<file path="config.mk">
export PLATFORM = sky130hd
export DESIGN_NAME = axis_output_framer
export DESIGN_NICKNAME = d
export VERILOG_FILES = /design/src/rtl/axis_output_framer.sv
export SDC_FILE = /design/constraint.sdc
export NUM_CORES = 1
export LEC_CHECK = 0
export ABC_AREA = 1
export CELL_PAD_IN_SITES_DETAIL_PLACEMENT = 1
export CELL_PAD_IN_SITES_GLOBAL_PLACEMENT = 1
export CORE_MARGIN = 3
export CORE_UTILIZATION = 56
export DETAILED_ROUTE_END_ITERATION = 12
export DONT_BUFFER_PORTS = 1
export HOLD_SLACK_MARGIN = 0.1
export PLACE_DENSITY = 0.92
export REMOVE_ABC_BUFFERS = 1
export SYNTH_ARGS = -nofsm -noshare
export SYNTH_HDL_FRONTEND = slang
export SYNTH_SLANG_ARGS = --single-unit
</file>
<file path="constraint.sdc">
create_clock -name ACLK -period 7.2 [get_ports ACLK]
set_clock_uncertainty 0.15 [all_clocks]
set_input_delay 0.36 -clock ACLK [delete_from_list [all_inputs] [get_ports ACLK]]
set_output_delay 0.36 -clock ACLK [all_outputs]
set_load 0.01 [all_outputs]
</file>
<file path="src/rtl/axis_output_framer.sv">
// AXI4-Stream output framer: FWFT pixel FIFO, frame counter with TLAST, overflow flag.
// Define AXIS_OUTPUT_FRAMER_INTR_EN to drive o_intr during the end-of-frame cycle.
module axis_output_framer #(
  parameter int FRAME_PIXELS = 262144,
  parameter int FIFO_DEPTH   = 16,
  parameter int AFULL_MARGIN = 4
) (
  input  logic        ACLK,
  input  logic        ARESETn,
  input  logic        enable,
  input  logic [23:0] i_pixel,
  input  logic        i_valid,
  output logic        o_afull,
  output logic [31:0] M_AXIS_TDATA,
  output logic        M_AXIS_TVALID,
  output logic        M_AXIS_TLAST,
  input  logic        M_AXIS_TREADY,
  output logic        o_overflow,
  output logic        o_intr
);

  localparam int AW = $clog2(FIFO_DEPTH);
  localparam int CW = AW + 1;
  localparam int PW = (FRAME_PIXELS > 1) ? $clog2(FRAME_PIXELS) : 1;
  localparam logic [CW-1:0] DEPTH_C = CW'(FIFO_DEPTH);
  localparam logic [CW-1:0] AFULL_C = CW'(FIFO_DEPTH - AFULL_MARGIN);
  localparam logic [PW-1:0] LAST_C  = PW'(FRAME_PIXELS - 1);

  typedef enum logic [1:0] {
    S_IDLE,
    S_STREAM,
    S_EOF
  } state_t;

  logic [23:0]   mem [FIFO_DEPTH];
  logic [AW-1:0] wptr, rptr, rptr_n;
  logic [CW-1:0] count, count_n;
  logic [23:0]   head_q, head_n;
  logic [1:0]    sync_q;
  logic [PW-1:0] pcnt;
  state_t        state;
  logic          full, rd, wr, drop, push;
  logic          afull_q, ovf_q;

  assign full  = (count == DEPTH_C);
  assign rd    = M_AXIS_TVALID && M_AXIS_TREADY;
  assign push  = i_valid && enable && sync_q[1];
  assign wr    = push && (!full || rd);
  assign drop  = push && full && !rd;

  assign rptr_n  = rd ? rptr + AW'(1) : rptr;
  assign count_n = count + CW'(wr) - CW'(rd);

  // Next head: bypass when the incoming pixel becomes the only entry.
  always_comb begin
    head_n = '0;
    if (count_n != '0) begin
      if (wr && (wptr == rptr_n)) head_n = i_pixel;
      else                        head_n = mem[rptr_n];
    end
  end

  always_ff @(posedge ACLK) begin
    if (wr) mem[wptr] <= i_pixel;
  end

  always_ff @(posedge ACLK or negedge ARESETn) begin
    if (!ARESETn) begin
      sync_q  <= '0;
      wptr    <= '0;
      rptr    <= '0;
      count   <= '0;
      head_q  <= '0;
      afull_q <= 1'b0;
      ovf_q   <= 1'b0;
    end else begin
      sync_q  <= {sync_q[0], 1'b1};
      rptr    <= rptr_n;
      count   <= count_n;
      head_q  <= head_n;
      afull_q <= (count_n >= AFULL_C);
      if (wr)   wptr  <= wptr + AW'(1);
      if (drop) ovf_q <= 1'b1;
    end
  end

  assign M_AXIS_TVALID = (count != '0);
  assign M_AXIS_TDATA  = {8'h00, head_q};
  assign M_AXIS_TLAST  = M_AXIS_TVALID && (pcnt == LAST_C);
  assign o_afull       = afull_q;
  assign o_overflow    = ovf_q;

`ifdef AXIS_OUTPUT_FRAMER_INTR_EN
  logic intr_q;
  assign o_intr = intr_q;
`else
  assign o_intr = 1'b0;
`endif

  // Every TLAST handshake lands in S_EOF, so intr mirrors that entry.
  always_ff @(posedge ACLK or negedge ARESETn) begin
    if (!ARESETn) begin
      state <= S_IDLE;
      pcnt  <= '0;
`ifdef AXIS_OUTPUT_FRAMER_INTR_EN
      intr_q <= 1'b0;
`endif
    end else begin
`ifdef AXIS_OUTPUT_FRAMER_INTR_EN
      intr_q <= rd && M_AXIS_TLAST;
`endif
      if (rd) pcnt <= M_AXIS_TLAST ? '0 : pcnt + PW'(1);
      unique case (state)
        S_IDLE:
          if (rd) state <= M_AXIS_TLAST ? S_EOF : S_STREAM;
        S_STREAM:
          if (rd && M_AXIS_TLAST) state <= S_EOF;
        S_EOF:
          if (rd) state <= M_AXIS_TLAST ? S_EOF : S_STREAM;
          else    state <= S_IDLE;
        default:
          state <= S_IDLE;
      endcase
    end
  end

endmodule

</file>
# Word-level counts from Yosys, hierarchy flattened
# Memory sizes are Yosys's and may differ from the RTL's.
# Index checks and enable logic that the tools add are counted.
# totals
ff_bits	59
latch_bits	0
ram_bits	384
rom_bits	0
inputBits	29
output_inout_bits	37
word_cells	37
mem_count	1
# mem_list
name	words	word_bits	read_ports	rd_clocked_by_memory_dff	write_ports	line	text
mem	16	24	1	0	1	35	logic [23:0] mem [FIFO_DEPTH];
# op_classes
n_addsub	5
n_mul	0
div	0
order_cmp	1
eq_ne	3
shifts	0
mux	6
n_bitwise	0
n_reduce_logical	13
# op_table
cell	n
$mux W24	2
$add A18 B1 Y18 const B	1
$eq A18 B18 Y1 const B	1
$mux W18	1
$reduce_bool A5 Y1	2
$add A4 B1 Y4 const B	2
$logic_and A1 B1 Y1	8
$add A5 B1 Y5	1
$eq A5 B5 Y1 const B	1
$ge A5 B4 Y1 const B	1
$sub A5 B1 Y5	1
$eq A4 B4 Y1	1
$mux W4	1
$logic_not A1 Y1	2
$mux W1	2
$logic_or A1 B1 Y1	1

# Logic depth before layout (Yosys ltp)
# depth
ltp_word	8
ltp_mapped	19
ltp_nobuf	19

# Worst setup path before layout
# Ideal clock, no wire load.
# synth_timing
path_type	register -> register
start	reg count[3]
end	reg head_q[10]
setup_ps	77
arrival_ps	2967
t_required_ps	6973
slack_ps	4006
stages_incl_launch_ff	19
n_path_buf	1
cell_sequence	dfrtp_1 > inv_1 > ha_1 > nand2_1 > nor3_1 > nor2_2 > inv_1 > ha_1 > inv_1 > ha_1 > inv_1 > fa_1 > o21ai_0 > xor2_1 > inv_1 > nand3_1 > clkbuf_1 > o21ai_0 > a21oi_1
# synth_via
elab_chain_len	8
word_cells_on_any_way	15
# synth_rtl
element	line	text
start, declared	37	logic [CW-1:0] count, count_n;
start signal, assigned	79	count <= count_n;
$eq A5 B5 Y1 or $reduce_bool A5 Y1 (tied branches)	45, 87	
$logic_not A1 Y1 or $logic_and A1 B1 Y1 (tied branches)	48, 46	
$logic_or A1 B1 Y1	48	assign wr = push && (!full || rd);
$logic_and A1 B1 Y1	48	
$add A5 B1 Y5	52	assign count_n = count + CW'(wr) - CW'(rd);
$sub A5 B1 Y5 *	52	
named net count_n[4]	37	
$reduce_bool A5 Y1 *	57	if (count_n != '0) begin
$mux W24 *	57	
named net head_n[10]	38	logic [23:0] head_q, head_n;
end signal, assigned	80	head_q <= head_n;
end, declared	38	
# The timed path passes the listed nets; every way through them passes the cells marked *.
# A chain may end at the register's enable or synchronous reset.

# Final worst setup path
# layout_timing
start	reg count[2]
end	reg head_q[14]
# layout_via
elab_chain_len	8
word_cells_on_any_way	15
# layout_rtl
element	line	text
$reduce_bool A5 Y1 *	87	assign M_AXIS_TVALID = (count != '0);
named net M_AXIS_TVALID	15	output logic M_AXIS_TVALID,
$logic_and A1 B1 Y1 *	46	assign rd = M_AXIS_TVALID && M_AXIS_TREADY;
$logic_or A1 B1 Y1	48	
$logic_and A1 B1 Y1	48	
$add A5 B1 Y5	52	
$sub A5 B1 Y5	52	
$reduce_bool A5 Y1	57	
$mux W24 *	57	
named net head_n[14]	38	
# Marked as above.

==> impl_results.md <==
* Internal power component at 5300 µW
* Proportion of power drawn by the clock network at 30.6%
* Die footprint at roughly 0.035 mm²
* Distinct cell type count of the synthesized netlist at 35
* Number of post-CTS setup repair buffers at 0
* RSZ-0062 raised after global routing: false
* Total power draw at roughly 8600 µW
* Cells traversed along the worst timing path: inv_1, ha_1, nand3_4, nand2_4, nand2_8, nand2_8, nand2_1, nand2_1, nor2_1, nand3_2, buf_4, o21ai_0, a21oi_1
* Peak supply drop at 0.359 mV
* Element type at the critical path start: register
* Path type of the worst setup path: reg2reg
* Most utilized layer in the global route result: met2
* Std-Cell Core Area at 0.0326 mm²
* DR pass1 iterations at 5
* Maximum level of the CTS H-tree at 2
* Worst hold path startpoint: sync_q[0]
* Largest area contributor in the netlist: sky130_fd_sc_hd__edfxtp_1
* Sw Ratio at 38.1%
* Sequential share of the synthesized area at 70.0%
* First-pass GRT wire length at 89200 µm
* # resized after CTS at 0
* Overflow after GRT at 0
* Crit share post-route at 64.0%
* Aggregate negative setup slack at 0 ns
* Top cell type's share of synthesized area at 62.1%
* Transition time at the pin with the least slew margin at 1.29 ns
* Leakage power of the design at 0.00754 µW
* Total standard cell area after synthesis at 0.0186 mm²
* Global-route track usage on met1 at 41.0%
* Layout overhead on the synthesized area at 11.6%
* Max stage delay on crit path at 0.68 ns
* Critical Path AT at between 4 and 5 ns
* Synth Instances at ~1600
* Post-route core utilization at 63.6%
* Worst Reg-to-Reg Cells at 13
* Warnings, synthesis at 0
* Top cells by count, synth: 538 x sky130_fd_sc_hd__nand3_1, 384 x sky130_fd_sc_hd__edfxtp_1, 257 x sky130_fd_sc_hd__nand2_1, 59 x sky130_fd_sc_hd__dfrtp_1, 55 x sky130_fd_sc_hd__buf_2
* CTS tree: yes
* Setup slack of the worst register-to-register path at 2.59 ns
* Gate power share at 32.2%
* Worst setup timing slack at the placement stage at 2.96 ns
* CTS Sinks at 443
* Type of element capturing the critical path: register
* Antenna Nets Post-Route at 0
* HPWL after detailed placement at 28300 µm
* Mean cell area of the mapped netlist at about 12 µm²
* Routability congestion estimate from global placement at 0.775
* Setup slack of the critical path after layout at 2.59 ns
* Worst r2r dst: head_q[14]
* Core Rows at 66
* Total number of nets in the final design at 1598
* Relative slew margins at 13.6%
* Power per cell area at 413 mW/mm²
* # placed instances at around 1900
* Met3 layer usage reported by global route at 6.67%
* Kind of path behind the tightest hold check: reg2reg
* Synthesis-stage register bit count at 443
* Endpoints failing setup at 0
* Total count of hold-check failures in the final report at 0
* Vias at between 10000 and 15000
* IO Pins at 66
* Die H at 188 µm
* Endpoint with the worst hold slack: sync_q[1]
* Top-count cell post-synth: sky130_fd_sc_hd__nand3_1
* Initial antenna violation count at 3
* Final Max Slew Viols at 0
* Number of buffers on the longest clock path at 3
* Global-route met2 utilization at 56.7%
* Maximum frequency from static timing analysis at 217 MHz
* Kind of cell with the highest combined delay on the critical path: simple AND/OR/NAND/NOR gates
* Result of the run: completed
* Per-cell routed wire length at roughly 29 µm
* Count of buffers from port buffering at 0
* Post-detailed-route DRC marker count at 0
* Die width at 188 µm
* First element of the critical path: count[2]
* EDFF count, synth at 384
* Dominant register cell in the synthesized netlist: sky130_fd_sc_hd__edfxtp_1
* Sw Pwr at ~3300 µW
* Pin count of the biggest net entering global routing at 126
* Slowest-stage cell, CP: sky130_fd_sc_hd__nand2_8
* CTS clock-pin slew for the worst setup and hold paths at 0.07 ns
* CP bufs+invs at 2
* Vias per inst at about 6.6
* Async set or reset register ratio after synthesis at between 10% and 20%
* Final std cells w/o fill at 2038
* Hold-fix buffer count after cts at 29
* Maxcap violations at 0
* Critical register-to-register path startpoint: count[2]
* Fraction of final layout cells sized beyond drive strength 1 at 8.04%
* Sequential share of power at between 30% and 40%
* Top cells by area, synth: sky130_fd_sc_hd__edfxtp_1 62%, sky130_fd_sc_hd__nand3_1 14%, sky130_fd_sc_hd__dfrtp_1 7.9%
* Routed WL at 59600 µm
* Post-route minimum period at about 4.6 ns
* Largest driver fanout on the critical path at between 100 and 150
* Number of buffers created by CTS at 46
* Req. time, crit path at 7.48 ns
* Initial core utilization at a little under three fifths
* Via count of the first global-routing pass at 14500
* Initial drt markers at between 1500 and 2000
* Total Routing Usage GR at 33.6%
* Cell at the root of the clock tree: sky130_fd_sc_hd__clkbuf_16
* Clock latency of the later-clocked register in the worst-skew pair at 0.57 ns
* Hold depth at 0
per-stage QoR:
step	area [µm²]	hold slack, ns
floorplan	18000	-0.0856
global placement	18800	-0.0828
detailed placement	18800	-0.0836
CTS	20700	0.211
global route	20700	0.213
finish	20700	0.204
registers in the layout, indices dropped and copies added, names as in the netlist:
register    count
sync_q          2
mem           384
count           5
o_overflow      1
o_afull         1
rptr            4
pcnt           18
head_q         24
wptr            4
worst reg2reg max path: cells and delay by family (launching register included):
kind	cells	cell delay, ns
and+or+nand+nor	8	2.64
adders and majority gates	1	0.27
buffers and inverters	2	0.57
AOI/OAI and AO/OA	2	0.47
DFF	1	0.39
worst max path at each step:
stage,end,cells after the start
after floorplan,head_q[0],12
after global placement,head_q[0],13
after detailed placement,head_q[13],14
after CTS,head_q[14],14
after global routing,head_q[14],14
final,head_q[14],13
cells by family after synthesis:
family,synth area share (%)
xor gates and xnor gates,0.754
AOI/OAI and AO/OA,1.70
other,0.0404
and+or+nand+nor,22.0
DFF,70.0
adders and majority gates,0.916
buffers and inverters,4.63
layout by cell type (no fill, tap or decap), types with 10 or more instances in the layout:
cell type	netlist	layout
sky130_fd_sc_hd__dlygate4sd3_1	0	28
sky130_fd_sc_hd__inv_1	54	53
sky130_fd_sc_hd__nand3_1	538	538
sky130_fd_sc_hd__o21ai_0	31	31
sky130_fd_sc_hd__nor2_4	1	17
sky130_fd_sc_hd__edfxtp_1	384	384
sky130_fd_sc_hd__buf_4	30	12
sky130_fd_sc_hd__a21oi_1	28	28
sky130_fd_sc_hd__nor2_1	30	14
sky130_fd_sc_hd__dfrtp_1	59	59
sky130_fd_sc_hd__ha_1	12	12
sky130_fd_sc_hd__clkbuf_16	0	47
sky130_fd_sc_hd__conb_1	2	10
sky130_fd_sc_hd__nand2_1	257	256
cell type report:
| class | count | area (µm²) |
|---|---|---|
| sequential | 443 | 13000 |
| fill | 3174 | 11900 |
| multi-input combinational | 966 | 4900 |
| clock buffer | 55 | 1250 |
| tap | 442 | 553 |
| clock inverter | 30 | 405 |
| timing repair buffer | 41 | 398 |
| inverter | 58 | 218 |
| antenna | 3 | 7.51 |
per-layer routing:
metal	share of wire [%]	wire length, µm
met1	35	20900
met2	50	29900
met3	9.1	5440
met4	5.6	3310
met5	0	0
power by group through the flow:
stage	registers (µW)	logic (µW)	clock network, µW
after floorplan	3170	1670	0
after global placement	3220	2310	0
after detailed placement	3230	2490	0
after CTS	3190	2680	2630
after global routing	3200	2950	2730
final	3190	2750	2620
(Power assumes the default switching activity.)
